File: src/rtl/wisard_classify_ctrl.sv
`timescale 1ns/1ps
`default_nettype none
// ============================================================================
// Module   : wisard_classify_ctrl
// Purpose  : Sequences one WiSARD sample through the N_RAMS tuple lookups of
//            every discriminator, accumulates per-class hit counts, scans the
//            scores for the maximum and hands the winning class downstream.
// Ports    : clk, rst_n (synchronous, active-low)
//            s_valid/s_sop/s_ready   - upstream tuple beat stream
//            ram_rd_en/ram_index     - RAM lookup strobe and RAM select
//            hit_vec                 - per-class hit, one cycle after lookup
//            out_valid/out_ready     - result handshake
//            out_class/out_score     - winning class id and its score
//            out_tie (optional)      - winner was tied by a higher class id
// Options  : WISARD_TIE_FLAG_EN adds the out_tie output.
// Revision : 1.0 - initial release
// ============================================================================
module wisard_classify_ctrl #(
  parameter int INDEX_WIDTH = 5,
  parameter int N_RAMS      = 27,
  parameter int N_CLASSES   = 10,
  parameter int CLASS_WIDTH = 4,
  parameter int SCORE_WIDTH = 5
) (
  input  logic                   clk,
  input  logic                   rst_n,
  input  logic                   s_valid,
  input  logic                   s_sop,
  output logic                   s_ready,
  output logic                   ram_rd_en,
  output logic [INDEX_WIDTH-1:0] ram_index,
  input  logic [N_CLASSES-1:0]   hit_vec,
  output logic                   out_valid,
  input  logic                   out_ready,
  output logic [CLASS_WIDTH-1:0] out_class,
  output logic [SCORE_WIDTH-1:0] out_score
`ifdef WISARD_TIE_FLAG_EN
  ,
  output logic                   out_tie
`endif
);

  localparam logic [INDEX_WIDTH-1:0] LAST_IDX   = INDEX_WIDTH'(N_RAMS - 1);
  localparam logic [CLASS_WIDTH-1:0] LAST_CLASS = CLASS_WIDTH'(N_CLASSES - 1);
  localparam logic [SCORE_WIDTH-1:0] SCORE_MAX  = {SCORE_WIDTH{1'b1}};

  typedef enum logic [1:0] {
    ST_ACCUM = 2'd0,
    ST_DRAIN = 2'd1,
    ST_SCAN  = 2'd2,
    ST_OUT   = 2'd3
  } state_t;

  state_t                                   state_q, state_d;
  logic [INDEX_WIDTH-1:0]                   index_q, index_d;
  logic [N_CLASSES-1:0][SCORE_WIDTH-1:0]    scores_q, scores_d;
  logic                                     hit_pend_q, hit_pend_d;
  logic                                     clr_pend_q, clr_pend_d;
  logic [CLASS_WIDTH-1:0]                   ptr_q, ptr_d;
  logic [SCORE_WIDTH-1:0]                   best_score_q, best_score_d;
  logic [CLASS_WIDTH-1:0]                   best_class_q, best_class_d;
  logic                                     out_valid_q, out_valid_d;
  logic [CLASS_WIDTH-1:0]                   out_class_q, out_class_d;
  logic [SCORE_WIDTH-1:0]                   out_score_q, out_score_d;
`ifdef WISARD_TIE_FLAG_EN
  logic                                     tie_q, tie_d;
  logic                                     out_tie_q, out_tie_d;
`endif

  // Captured score for each class: the pending hit added to either the held
  // score or zero (first beat of a frame), saturating at the top code.
  logic [N_CLASSES-1:0][SCORE_WIDTH-1:0]    w_capt;

  generate
    for (genvar c = 0; c < N_CLASSES; c++) begin : g_score
      logic [SCORE_WIDTH-1:0] w_base;
      assign w_base    = clr_pend_q ? '0 : scores_q[c];
      assign w_capt[c] = (w_base == SCORE_MAX) ? w_base
                                               : w_base + SCORE_WIDTH'(hit_vec[c]);
    end
  endgenerate

  // A start-of-packet beat always maps to RAM 0, restarting the frame.
  assign s_ready   = (state_q == ST_ACCUM);
  assign ram_rd_en = s_valid & s_ready;
  assign ram_index = s_sop ? '0 : index_q;

  assign out_valid = out_valid_q;
  assign out_class = out_class_q;
  assign out_score = out_score_q;
`ifdef WISARD_TIE_FLAG_EN
  assign out_tie   = out_tie_q;
`endif

  always_comb begin
    state_d      = state_q;
    index_d      = index_q;
    scores_d     = scores_q;
    hit_pend_d   = 1'b0;
    clr_pend_d   = clr_pend_q;
    ptr_d        = ptr_q;
    best_score_d = best_score_q;
    best_class_d = best_class_q;
    out_valid_d  = out_valid_q;
    out_class_d  = out_class_q;
    out_score_d  = out_score_q;
`ifdef WISARD_TIE_FLAG_EN
    tie_d        = tie_q;
    out_tie_d    = out_tie_q;
`endif

    // RAM data arrives the cycle after the lookup, independent of state;
    // this is what lets DRAIN pick up the final beat's hits.
    if (hit_pend_q) begin
      scores_d = w_capt;
    end

    case (state_q)
      ST_ACCUM: begin
        if (ram_rd_en) begin
          hit_pend_d = 1'b1;
          clr_pend_d = s_sop;
          if (ram_index == LAST_IDX) begin
            index_d = '0;
            state_d = ST_DRAIN;
          end else begin
            index_d = ram_index + INDEX_WIDTH'(1);
          end
        end
      end

      ST_DRAIN: begin
        state_d      = ST_SCAN;
        ptr_d        = '0;
        best_score_d = '0;
        best_class_d = '0;
`ifdef WISARD_TIE_FLAG_EN
        tie_d        = 1'b0;
`endif
      end

      ST_SCAN: begin
        // Strict compare: on equal scores the lower class id stays the winner.
        if (scores_q[ptr_q] > best_score_q) begin
          best_score_d = scores_q[ptr_q];
          best_class_d = ptr_q;
`ifdef WISARD_TIE_FLAG_EN
          tie_d        = 1'b0;
        end else if ((scores_q[ptr_q] == best_score_q) && (best_score_q != '0)) begin
          tie_d        = 1'b1;
`endif
        end
        if (ptr_q == LAST_CLASS) begin
          out_valid_d = 1'b1;
          out_class_d = best_class_d;
          out_score_d = best_score_d;
`ifdef WISARD_TIE_FLAG_EN
          out_tie_d   = tie_d;
`endif
          state_d     = ST_OUT;
        end else begin
          ptr_d = ptr_q + CLASS_WIDTH'(1);
        end
      end

      ST_OUT: begin
        if (out_ready) begin
          out_valid_d = 1'b0;
          scores_d    = '0;
          state_d     = ST_ACCUM;
        end
      end

      default: state_d = ST_ACCUM;
    endcase
  end

  always_ff @(posedge clk) begin
    if (!rst_n) begin
      state_q      <= ST_ACCUM;
      index_q      <= '0;
      scores_q     <= '0;
      hit_pend_q   <= 1'b0;
      clr_pend_q   <= 1'b0;
      ptr_q        <= '0;
      best_score_q <= '0;
      best_class_q <= '0;
      out_valid_q  <= 1'b0;
      out_class_q  <= '0;
      out_score_q  <= '0;
`ifdef WISARD_TIE_FLAG_EN
      tie_q        <= 1'b0;
      out_tie_q    <= 1'b0;
`endif
    end else begin
      state_q      <= state_d;
      index_q      <= index_d;
      scores_q     <= scores_d;
      hit_pend_q   <= hit_pend_d;
      clr_pend_q   <= clr_pend_d;
      ptr_q        <= ptr_d;
      best_score_q <= best_score_d;
      best_class_q <= best_class_d;
      out_valid_q  <= out_valid_d;
      out_class_q  <= out_class_d;
      out_score_q  <= out_score_d;
`ifdef WISARD_TIE_FLAG_EN
      tie_q        <= tie_d;
      out_tie_q    <= out_tie_d;
`endif
    end
  end

endmodule
`default_nettype wire

File: config.mk
export PLATFORM = sky130hd
export DESIGN_NAME = wisard_classify_ctrl
export DESIGN_NICKNAME = d
export VERILOG_FILES = /design/src/rtl/wisard_classify_ctrl.sv
export SDC_FILE = /design/constraint.sdc
export NUM_CORES = 1
export LEC_CHECK = 0
export CAP_MARGIN = 40
export CORE_MARGIN = 2
export CORE_UTILIZATION = 55
export CTS_CLUSTER_DIAMETER = 80
export DETAILED_ROUTE_END_ITERATION = 12
export PLACE_DENSITY = 0.75
export SYNTH_ARGS = -nofsm -noshare
export SYNTH_HDL_FRONTEND = slang
export SYNTH_SLANG_ARGS = --single-unit
File: constraint.sdc
create_clock -name clk -period 7.8 [get_ports clk]
set_input_delay 1.95 -clock clk [delete_from_list [all_inputs] [get_ports clk]]
set_output_delay 1.95 -clock clk [all_outputs]
set_load 0.02 [all_outputs]
==> flow_summary.ini <==
[drt]
drt-initial-drc-count = 306
firstDrtPassIters = 5
wire_per_inst_um = 15.5
vias = 4540
via_per_inst = 6.16
ant_nets = 0
wl_mm = 11.4
route.detailed.drc = 0

[placed_design]
preCtsSetupSlack_ps = 2380
placed_area_um2 = 5310
hpwl_mm = 7.76
place.gp.congestion = 0.901
io_buffer_count = 31

[timing]
finalCritPeriodShare_pct = 69.6
slew_headroom_pct = 47.3
fmax_mhz = 184
hold_viol_final = 0
skew_ps = 7.93
rsz0062_at_grt = no
worst_slack_ps = 2370
post-route-min-period_ps = 5430
setup_viol = 0
fin_setup_tns_ps = 0
worst_pin_slew_ps = 790
finalMaxSlewViolations = 0

[setup_path]
reg2reg_depth = 10
critical_path_required_ps = 5850
cp.arrival_ps = 3480
slowest_delay_ps = 610
path_cells = clkdlybuf4s50_1, nand2b_1, inv_1, clkdlybuf4s50_1
path_delay_family = buffers and inverters
cpMostUsedCell = clkdlybuf4s50_1
critical_path_buf_inv_count = 3
cp_slowest_cell = clkdlybuf4s50_1
path_depth = 4
worstSetupEndpointType = output pin
critPathMaxFanout = 9
critPathKind = primary input to output pin
worst_setup_path_start_kind = primary input

[floorplanning]
die_y_um = 99.9
die-area_um2 = 9980
initial_core_util_pct = 57.4
die_width_um = 99.9
ios = 32
core_area_um2 = 8810
num_rows = 34

[clocking]
htreeDepth = 3
cts_hold_buf = 0
postCtsResizedCells = 0
numCtsBuffers = 9
cts_tree = yes
ctsRootBufferMaster = clkbuf_8
clock_path_buffers = 2
cts_sinks = 82
cts.clk_slew.worst_paths_ps = 80
postCtsSetupBuffers = 0
clk_latency_ps = 350

[logic_synthesis]
ys_ff_latch = 82
synth-edff-count = 0
synth_common_cells = 82 x dfxtp_1, 51 x a21oi_1, 51 x nor2_1, 49 x nand2_1, 45 x o21ai_0
yosysSeqAreaShare_pct = 32.5
ys_warn_count = 0
synthTopCellsByArea = dfxtp_1 32%, ha_1 8.2%, a21oi_1 5.0%, o21ai_0 4.5%, nor2_1 3.8%
synth_top_cell_by_area = dfxtp_1
synthDistinctLibCells = 59
postSynthCellCount = 614
synth_top_area_share_pct = 32.5
async_flop_share_pct = 0
yosysMostFrequentCell = dfxtp_1
synth_ff_type = dfxtp_1
syn-mean-instance-area_um2 = 8.23
synth_fp_nets = 662
syn_area_um2 = 5060

[run]
cap_violations = 0

[grt]
grt_pass1_vias = 4093
grt_max_degree = 84
antenna_found_initial = 0
grt-ovfl-total = 0
grt_first_pass_wirelength_mm = 19.2
grt.total_usage_pct = 23.6

[layout]
antenna_cells = 0
final_area_um2 = 5500
area_delta_synth_final_pct = 8.71
nets = 672
final_util_pct = 62.4
fillerInstances = 790
drive_gt1_share_pct = 7.31

[power_and_ir_drop]
p_leak_nw = 1.99
peakVddDrop_uv = 87.4
finalPower_uw = 824
power_density_nw_per_um2 = 150

[worst_hold_path]
hold_path_depth = 2
min_path_type = flop to flop

[outcome]
status = finished clean
[worst min-delay path, cell delays in order, from the launching register on]
cell and delay, ps:
dfxtp_1 310, nand2_1 60, o2bb2ai_1 50
[stage by stage]
step	hold slack, ps	std cells
after global routing	498	737
after CTS	462	737
after floorplan	429	614
final	459	737
after global placement	436	720
after detailed placement	451	721
[worst paths after layout]
| path | start | to | slack, ps |
|---|---|---|---|
| worst max-delay path | s_sop | ram_index[0] | 2370 |
| worst min-delay path | best_score_q[4]$_SDFFE_PN0P_ | best_score_q[4]$_SDFFE_PN0P_ | 460 |
| worst max register to register | ptr_q[0]$_SDFFE_PN0P_ | out_class[3]$_SDFFE_PN0P_ | 4570 |
| worst min register to register | best_score_q[4]$_SDFFE_PN0P_ | best_score_q[4]$_SDFFE_PN0P_ | 460 |
[cell families (layout without fill, tap and decap cells)]
group	Yosys count	in the layout	share of synthesized area, %
AO/OA/AOI/OAI	175	175	22.2
XOR/XNOR	2	2	0.347
adder cells (fa/ha/maj)	33	33	8.17
buffers and inverters	63	78	6.71
flip-flops	82	82	32.5
multiplexers	25	25	6.66
AND/OR/NAND/NOR	234	234	23.4
[final cells by class]
| cell class | instances | area (um2) | share of cell area (%) |
|---|---|---|---|
| Tap cell | 108 | 135 | 2.46 |
| Inverter | 25 | 93.8 | 1.71 |
| Sequential cell | 82 | 1640 | 29.9 |
| Clock inverter | 5 | 55.1 | 1.00 |
| Clock buffer | 11 | 131 | 2.39 |
| Timing Repair Buffer | 37 | 363 | 6.60 |
| Multi-Input combinational cell | 469 | 3080 | 56.0 |
[flip-flops by register name, summed over array words and instances, names as in the netlist]
signal / flops
ptr_q: 4
out_class: 4
out_valid: 1
state_q: 2
index_q: 5
clr_pend_q: 1
scores_q: 50
best_class_q: 4
hit_pend_q: 1
out_score: 5
best_score_q: 5
[placed cells by master (no fill, tap or decap), types with 4 or more instances in the layout]
cell	Yosys	layout
clkbuf_8	3	9
nor2_1	51	51
nand3_1	30	30
o311a_1	5	5
nor2b_1	30	30
o21ai_0	45	45
nand2b_1	4	4
ha_1	33	33
and3_1	10	10
a211oi_1	8	8
and2_1	12	12
mux2i_1	19	19
nor3_1	18	18
o221a_2	9	9
a221oi_1	4	4
buf_4	2	5
nand4_1	14	14
nand2_1	49	49
a31oi_1	16	16
inv_1	24	24
o2bb2ai_1	4	4
a21oi_1	51	51
clkdlybuf4s50_1	0	31
dfxtp_1	82	81
o22ai_1	9	9
[metal layers]
metal | vias up | track usage (%) | routed length [um]
met2 | 107 | 37.5 | 5150
met4 | 0 | 7.80 | 224
li1 | 2270 | - | -
met1 | 2142 | 32.4 | 5500
met5 | - | 0 | 0
met3 | 21 | 4.74 | 514
[report_power, final]
part / internal (mW) / switching (mW) / total (mW)
Clock: 0.147 / 0.157 / 0.304
Combinational: 0.0338 / 0.0487 / 0.0825
Sequential: 0.428 / 0.00992 / 0.438
(Power assumes the default switching activity.)
